### config.mk
export PLATFORM = sky130hd
export DESIGN_NAME = bin2bcd_seq
export DESIGN_NICKNAME = d
export VERILOG_FILES = /design/src/rtl/bcd_pkg.sv /design/src/rtl/bcd_adj_row.sv /design/src/rtl/bin2bcd_seq.sv
export SDC_FILE = /design/constraint.sdc
export NUM_CORES = 1
export LEC_CHECK = 0
export BUFFER_PORTS_ARGS = -buffer_cell sky130_fd_sc_hd__buf_2
export CAP_MARGIN = 5
export CORE_MARGIN = 2
export CORE_UTILIZATION = 50
export DETAILED_ROUTE_END_ITERATION = 10
export GPL_TIMING_DRIVEN = 1
export PLACE_DENSITY = 0.72
export SLEW_MARGIN = 15
export SYNTH_ARGS = -nofsm -noshare
export SYNTH_HDL_FRONTEND = slang
export SYNTH_HIERARCHICAL = 1
export SYNTH_SLANG_ARGS = --single-unit
### constraint.sdc
create_clock -name clk -period 1.6 [get_ports clk]
set_input_delay 0.08 -clock clk [delete_from_list [all_inputs] [get_ports clk]]
set_output_delay 0.08 -clock clk [all_outputs]
set_load 0.03 [all_outputs]
### src/rtl/bcd_pkg.sv
// Shared types, constants and helpers for the sequential binary-to-BCD converter.
// Optional leading-zero blanking is enabled by defining BIN2BCD_BLANK_EN.
package bcd_pkg;

  typedef enum logic [1:0] {
    IDLE  = 2'd0,
    SHIFT = 2'd1,
    DONE  = 2'd2
  } state_t;

  // Digit code the display driver renders as all segments off.
  localparam logic [3:0] BCD_BLANK = 4'hF;

  function automatic logic [3:0] bcd_digit_adj(input logic [3:0] d);
    return (d >= 4'd5) ? d + 4'd3 : d;
  endfunction

  // Decimal digits required to show 2**bin_w-1 without overflow.
  function automatic int digits_needed(input int bin_w);
    longint unsigned v;
    int n;
    v = (64'd1 << bin_w) - 64'd1;
    n = 0;
    do begin
      n = n + 1;
      v = v / 64'd10;
    end while (v != 64'd0);
    return n;
  endfunction

endpackage

### src/rtl/bcd_adj_row.sv
// Combinational add-3 correction applied independently to every digit of the
// BCD accumulator; no carry propagates between digits.
module bcd_adj_row
  import bcd_pkg::*;
#(
  parameter int DIGITS = 3
) (
  input  logic [4*DIGITS-1:0] bcd_in,
  output logic [4*DIGITS-1:0] bcd_adj
);

  genvar gi;
  generate
    for (gi = 0; gi < DIGITS; gi++) begin : g_digit
      assign bcd_adj[4*gi +: 4] = bcd_digit_adj(bcd_in[4*gi +: 4]);
    end
  endgenerate

endmodule

### src/rtl/bin2bcd_seq.sv
// Sequential double-dabble binary-to-packed-BCD converter with valid/ready on both sides.
// Define BIN2BCD_BLANK_EN to replace leading zero digits with the blank code.
module bin2bcd_seq
  import bcd_pkg::*;
#(
  parameter int BIN_W  = 8,
  parameter int DIGITS = 3
) (
  input  logic                clk,
  input  logic                rst,
  input  logic                in_valid,
  output logic                in_ready,
  input  logic [BIN_W-1:0]    in_bin,
  output logic                out_valid,
  input  logic                out_ready,
  output logic [4*DIGITS-1:0] out_bcd,
  output logic                out_ovf,
  output logic                busy
);

  localparam int BCD_W = 4 * DIGITS;
  localparam int CNT_W = $clog2(BIN_W);
  localparam logic [CNT_W-1:0] CNT_LAST = CNT_W'(BIN_W - 1);

  generate
    if (BIN_W < 4 || BIN_W > 32) begin : g_bad_bin_w
      $error("bin2bcd_seq: BIN_W=%0d outside legal range 4..32", BIN_W);
    end
    if (DIGITS < 1 || DIGITS > 10) begin : g_bad_digits
      $error("bin2bcd_seq: DIGITS=%0d outside legal range 1..10", DIGITS);
    end
    if (DIGITS < digits_needed(BIN_W)) begin : g_ovf_possible
      $info("bin2bcd_seq: DIGITS=%0d below %0d, large inputs will flag out_ovf",
            DIGITS, digits_needed(BIN_W));
    end
  endgenerate

  state_t             state_reg, state_next;
  logic [BIN_W-1:0]   bin_reg;
  logic [BCD_W-1:0]   bcd_reg;
  logic               ovf_reg;
  logic [CNT_W-1:0]   cnt_reg;
  logic [BCD_W-1:0]   out_bcd_reg;
  logic               out_ovf_reg;

  logic [BCD_W-1:0]       bcd_adj;
  logic [BCD_W+BIN_W-1:0] shift_word;
  logic [BCD_W-1:0]       bcd_shifted;
  logic [BIN_W-1:0]       bin_shifted;
  logic                   ovf_shifted;
  logic                   last_shift;
  logic [BCD_W-1:0]       result_bcd;

  bcd_adj_row #(
    .DIGITS (DIGITS)
  ) u_adj_row (
    .bcd_in  (bcd_reg),
    .bcd_adj (bcd_adj)
  );

  // Adjusted accumulator and remaining binary bits shift left as one word.
  assign shift_word  = {bcd_adj[BCD_W-2:0], bin_reg, 1'b0};
  assign bcd_shifted = shift_word[BCD_W+BIN_W-1:BIN_W];
  assign bin_shifted = shift_word[BIN_W-1:0];
  assign ovf_shifted = ovf_reg | bcd_adj[BCD_W-1];
  assign last_shift  = (cnt_reg == CNT_LAST);

`ifdef BIN2BCD_BLANK_EN
  // lead_zero[k]: digits k..DIGITS-1 are all zero. Digit 0 always shows.
  logic [DIGITS:1] lead_zero;
  assign lead_zero[DIGITS] = 1'b1;
  assign result_bcd[3:0]   = bcd_shifted[3:0];

  genvar gi;
  generate
    for (gi = DIGITS - 1; gi >= 1; gi--) begin : g_blank
      assign lead_zero[gi] = lead_zero[gi+1] & (bcd_shifted[4*gi +: 4] == 4'd0);
      assign result_bcd[4*gi +: 4] = (lead_zero[gi] && !ovf_shifted) ? BCD_BLANK
                                                                    : bcd_shifted[4*gi +: 4];
    end
  endgenerate
`else
  assign result_bcd = bcd_shifted;
`endif

  always_ff @(posedge clk or posedge rst) begin
    if (rst) begin
      state_reg <= IDLE;
    end else begin
      state_reg <= state_next;
    end
  end

  always_comb begin
    state_next = state_reg;
    in_ready   = 1'b0;
    out_valid  = 1'b0;
    busy       = 1'b0;
    case (state_reg)
      IDLE: begin
        in_ready = 1'b1;
        if (in_valid) begin
          state_next = SHIFT;
        end
      end
      SHIFT: begin
        busy = 1'b1;
        if (last_shift) begin
          state_next = DONE;
        end
      end
      DONE: begin
        out_valid = 1'b1;
        if (out_ready) begin
          state_next = IDLE;
        end
      end
      default: begin
        state_next = IDLE;
      end
    endcase
  end

  always_ff @(posedge clk or posedge rst) begin
    if (rst) begin
      bin_reg     <= '0;
      bcd_reg     <= '0;
      ovf_reg     <= 1'b0;
      cnt_reg     <= '0;
      out_bcd_reg <= '0;
      out_ovf_reg <= 1'b0;
    end else begin
      case (state_reg)
        IDLE: begin
          if (in_valid) begin
            bin_reg <= in_bin;
            bcd_reg <= '0;
            ovf_reg <= 1'b0;
            cnt_reg <= '0;
          end
        end
        SHIFT: begin
          bin_reg <= bin_shifted;
          bcd_reg <= bcd_shifted;
          ovf_reg <= ovf_shifted;
          cnt_reg <= cnt_reg + 1'b1;
          // Result registers load once and stay frozen for the whole DONE phase.
          if (last_shift) begin
            out_bcd_reg <= result_bcd;
            out_ovf_reg <= ovf_shifted;
          end
        end
        default: begin
        end
      endcase
    end
  end

  assign out_bcd = out_bcd_reg;
  assign out_ovf = out_ovf_reg;

endmodule

Word-level counts from Yosys, hierarchy flattened
Index checks and enable logic that the tools add are counted.
{ "op_classes": {"eq_ne": 6, "order_cmp": 3, "muxes": 18, "addsub": 4, "n_reduce_logical": 5, "bitwise_logic": 1} }
{ "op_table": {"columns": ["op", "count"], "rows": [
  ["one-hot mux 12 bit (2 select lines)", 1],
  ["one-hot mux 8 bit (2 select lines)", 1],
  ["adder 4 x 2 -> 4 bit, second input constant", 3],
  [">= comparator 4 x 3 -> 1 bit, second input constant", 3],
  ["two-way mux 12 bit", 1],
  ["two-way mux 4 bit", 3],
  ["two-way mux 8 bit", 1],
  ["two-way mux 2 bit", 3],
  ["!= test 2 bit, second input constant", 3],
  ["one-hot mux 2 bit (3 select lines)", 1],
  ["one-hot mux 3 bit (2 select lines)", 1],
  ["two-way mux 1 bit", 4],
  ["AND reduction 2 bit", 2],
  ["adder 3 x 1 -> 3 bit, second input constant", 1],
  ["equality test 3 bit, second input constant", 1],
  ["two-way mux 3 bit", 1],
  ["AND reduction 3 bit", 1],
  ["equality test 2 x 1 -> 1 bit, second input constant", 1],
  ["equality test 2 bit, second input constant", 1],
  ["logical NOT 2 bit", 1],
  ["one-hot mux 1 bit (2 select lines)", 1],
  ["nonzero test 2 bit", 1],
  ["OR 1 bit", 1]
]} }
{ "totals": {"ff_bits": 39, "out_inout_bits": 16} }

Longest topological paths before layout
{ "depth": {"ltp_word": 4, "depth_mapped": 7, "mapped_depth_nobuf": 7} }

By module
The synthesis kept the hierarchy.
{ "by_module_without_submodules": {"columns": ["mod", "instances", "cells_per_inst", "area_each_um2"], "rows": [
  ["bin2bcd_seq", 1, 121, 1641.6],
  ["bcd_adj_row", 1, 48, 304.0]
]} }

Worst setup path after synthesis
No wires, ideal clock.
{ "synth_path": {"path_kind": "reg-to-reg", "startpoint": "register cnt_reg[0]", "endpoint": "register out_bcd_reg[0], in the netlist out_bcd[0]", "t_required_ns": 1.475, "stages_incl_launch_ff": 6, "period_less_slack_ns": 1.461, "setup_ns": 0.125, "path_buffers": 1, "slack_ns": 0.139, "arrival_time_ns": 1.336, "cell_sequence": "dfrtp_1 > ha_1 > ha_1 > nand3b_4 > buf_6 > mux2_4"} }
{ "synth_between": {"elab_chain_cells": 2} }
{ "synth_rtl": {"columns": ["element", "line_no", "source"], "rows": [
  ["start: declaration", "bin2bcd_seq.sv:42", "logic [CNT_W-1:0] cnt_reg;"],
  ["start signal: assignment", "bin2bcd_seq.sv:146", "cnt_reg <= cnt_reg + 1'b1;"],
  ["equality test 3 bit", "bin2bcd_seq.sv:66", "assign last_shift = (cnt_reg == CNT_LAST);"],
  ["AND reduction 2 bit (no source line)", null, null],
  ["end signal: assignment", "bin2bcd_seq.sv:149", "out_bcd_reg <= result_bcd;"],
  ["end: declaration", "bin2bcd_seq.sv:43", "logic [BCD_W-1:0] out_bcd_reg;"]
]} }
Every way passes these cells.
A chain may end at the register's enable or synchronous reset.

Final worst setup path
{ "layout_path": {"startpoint": "register cnt_reg[0]", "endpoint": "register out_bcd_reg[6], in the netlist out_bcd[6]"} }
The elaborated chain is that of the path after synthesis.

==> results by group <==
Status
  – Status: completed

STA
  – Slew HR: 67.34%
  – Maximum clock frequency: 641.0 MHz
  – Fin. Hold Viols: 0
  – Worst Tran Pin Value: 0.4899 ns
  – Clock skew: 0.008849 ns
  – Final Slew Violations: 0
  – Endpoints failing setup: 0
  – Final period utilization: 97.51%
  – Minimum clock period: 1.560 ns
  – RSZ-0062 raised after global routing: no
  – Setup TNS: 0 ns

Floorplan
  – CORE AREA: 3689 µm²
  – Starting Density: 52.75%
  – Number of top-level pins: 28
  – Area of the die: 4406 µm²
  – Row count: 22
  – Chip height: 66.38 µm
  – Width of the die: 66.38 µm

Worst setup path
  – R2r worst-path depth: 5
  – Required @ worst endpoint: 1.77 ns
  – Worst EP arrival: 1.73 ns
  – Delay-heaviest family, CP: adder cells
  – Crit path kind: reg -> reg
  – CP Cell Sequence: ha_1 > ha_1 > nand3b_4 > buf_4 > mux2_4
  – CP most frequent cell: ha_1
  – Crit. End Element: flop
  – Max incr delay on CP: 0.41 ns
  – Start point of the critical path: cnt_reg[0]
  – R2r setup slk: 0.04 ns
  – R2R Path Start: cnt_reg[0]
  – Buf/Inv on CP: 1
  – Crit. path cell count: 5
  – Crit path max-delay cell type: dfrtp_1
  – Reg-to-reg endpoint: out_bcd[6]
  – CP Max Fanout: 7
  – CP Launch Type: flop

Placement
  – Buffers added on ports: 27
  – DP Area: 2122 µm²
  – Final HPWL DP: 2715 µm
  – Gpl congestion: 0.8184

Layout
  – Design area: 2335 µm²
  – Share of cells above drive strength 1: 35.41%
  – Layout Area Growth over Synthesis: 20.00%
  – Fin nets: 228
  – Layout filler cell count: 316
  – Diode count: 0

Synthesis
  – Post-Synthesis Net Count: 189
  – Synth unique cells: 31
  – Post-Synthesis Cells: 169
  – Ys Warns: 6
  – Synth Cell Area: 1946 µm²
  – Register bit total from synthesis: 39
  – Synth Area per Inst: 11.51 µm²
  – Register area share after synthesis: 50.16%

Worst hold path
  – Min-Delay Path Class: in -> reg
  – Hold depth: 3
  – Hold Crit Start: in_bin[0]
  – Hold EP: bin_reg[0]

Clock tree
  – Clock insertion delay at the later pin of the skew report: 0.29 ns
  – TritonCTS clock tree: built
  – Total CTS buffers: 5
  – CTS Sinks: 39
  – Root Driver: clkbuf_8
  – Clock transition at the registers of the reported paths: 0.07 ns
  – H-tree depth: 2
  – CTS Buffer Depth: 2

Pwr
  – Maximum VDD drop: 1.086 mV
  – LEAKAGE: 1.148 nW
  – PD cells: 2262 nW/µm²

GRT
  – Initial antenna violation count: 0
  – GRT Total Usage: 20.11%
  – Total congestion overflow: 0
  – First-pass GRT wire length: 6589 µm
  – Largest net degree at the start of global routing: 40
  – Vias in the first global route: 1436

Flow run
  – Max Cap Viol: 0

Drt
  – Wire per inst: 15.04 µm
  – Drt pass-1 iters: 4
  – Final ANT Viol Nets: 0
  – DR vias/cell: 5.397
  – Via Count: 1387
  – 1st-iter DRT viols: 82
  – Residual DRC count: 0
  – Final wirelength: 3865 µm
power breakdown:
part           total [W]  internal (W)  switching [W]
Sequential       0.00181       0.00144       0.000366
Clock           0.000845      0.000505       0.000341
Combinational    0.00262       0.00122        0.00140
Total            0.00528       0.00317        0.00211
cell families (layout without fill, tap and decap cells):
logic type / count (synthesis) / after routing / synth area share [%]
compound gates: 42 / 42 / 16.53
fa+ha+maj: 8 / 8 / 5.145
simple gates: 42 / 42 / 11.58
flops: 39 / 39 / 50.16
buf+inv: 20 / 60 / 5.401
xor+xnor: 3 / 3 / 1.351
mux: 15 / 15 / 9.839
Yosys cell counts:
library cell / instances / share of area (%)
nor3b_1: 5 / 1.9
a221oi_1: 2 / 0.90
o21bai_4: 1 / 0.96
a22o_1: 14 / 6.3
o31ai_1: 1 / 0.39
buf_6: 3 / 1.7
nand3b_4: 1 / 1.0
buf_4: 1 / 0.39
a22oi_1: 1 / 0.39
o32ai_1: 1 / 0.45
mux2_2: 5 / 2.9
nand2b_1: 7 / 2.3
mux2i_1: 3 / 1.5
nor2_1: 9 / 1.7
nand3b_1: 1 / 0.39
inv_2: 1 / 0.19
nor4bb_1: 1 / 0.51
xnor2_1: 3 / 1.4
inv_1: 12 / 2.3
mux2_4: 7 / 5.4
dfrtp_1: 39 / 50
o22a_1: 3 / 1.4
buf_2: 3 / 0.77
ha_1: 8 / 5.1
nor2b_1: 2 / 0.64
o221a_2: 1 / 0.58
nand2_1: 16 / 3.1
o21ai_0: 5 / 1.3
a21oi_2: 3 / 1.4
o21ai_1: 3 / 0.77
a21oi_1: 7 / 1.8
metal layers:
metal  part of all wire [%]  track usage, %
met1                     44           25.00
met2                     51           34.75
met3                    4.4           3.578
met4                    1.0           7.398
met5                      0               0
worst max path at each step:
stage | end | slack (ns)
2_1_floorplan | out_bcd[0] | 0.14
3_3_place_gp | out_bcd[9] | 0.09
3_5_place_dp | out_bcd[6] | 0.01
4_1_cts | out_bcd[10] | 0.006
5_1_grt | out_bcd[3] | 0.002
6_report | out_bcd[6] | 0.04
area by class of cell:
type                            count  area, µm²  area share [%]
Clock buffer                        6      82.58           3.537
Multi-Input combinational cell    110      895.9           38.37
Inverter                           13      51.30           2.197
Timing Repair Buffer               39      230.2           9.861
Sequential cell                    39      979.7           41.96
Clock inverter                      2      35.03           1.501
Tap cell                           48      60.06           2.572
worst register-to-register path, delay by kind of cell, from the launching register on:
family        cells  cell delay (ns)
fa+ha+maj         2             0.45
buf+inv           1             0.19
flops             1             0.41
mux               1             0.32
simple gates      1             0.10
timing repair:
| action | 4_1_cts | 5_1_grt |
|---|---|---|
| hold buffers | 2 | 0 |
| gates resized for setup | 3 | 9 |
| hold endpoints to repair | 40 | 0 |
| pin swaps | 1 | 3 |
| endpoints found under the setup margin | 3 | 14 |
| setup buffers | 0 | 5 |
stage by stage:
stage | utilization (%) | hold slack, ns | worst slack [ns] | cells | power (W)
3_5_place_dp | 57.53 | 0.2175 | 0.01200 | 242 | 0.004274
6_report | 63.30 | 0.05177 | 0.03988 | 257 | 0.005281
4_1_cts | 61.47 | 0.05177 | 0.006260 | 252 | 0.005166
2_1_floorplan | - | 0.1663 | 0.1388 | 169 | 0.003685
3_3_place_gp | 57.53 | 0.2131 | 0.09067 | 242 | 0.004109
5_1_grt | 63.30 | 0.05360 | 0.002419 | 257 | 0.005665
cell usage in the layout, fill, tap and decap left out, types with 3 or more instances in the layout:
cell type,count
a22o_1,14
mux2_4,7
buf_2,27
ha_1,6
nor2_1,9
dfrtp_2,3
dfrtp_1,36
o22a_1,3
buf_4,10
nand2_1,16
nor3b_1,5
o21ai_0,5
a21oi_1,7
inv_1,10
mux2_2,5
o21ai_1,3
xnor2_1,3
clkbuf_8,6
nand2b_1,5
(Power assumes the default switching activity.)
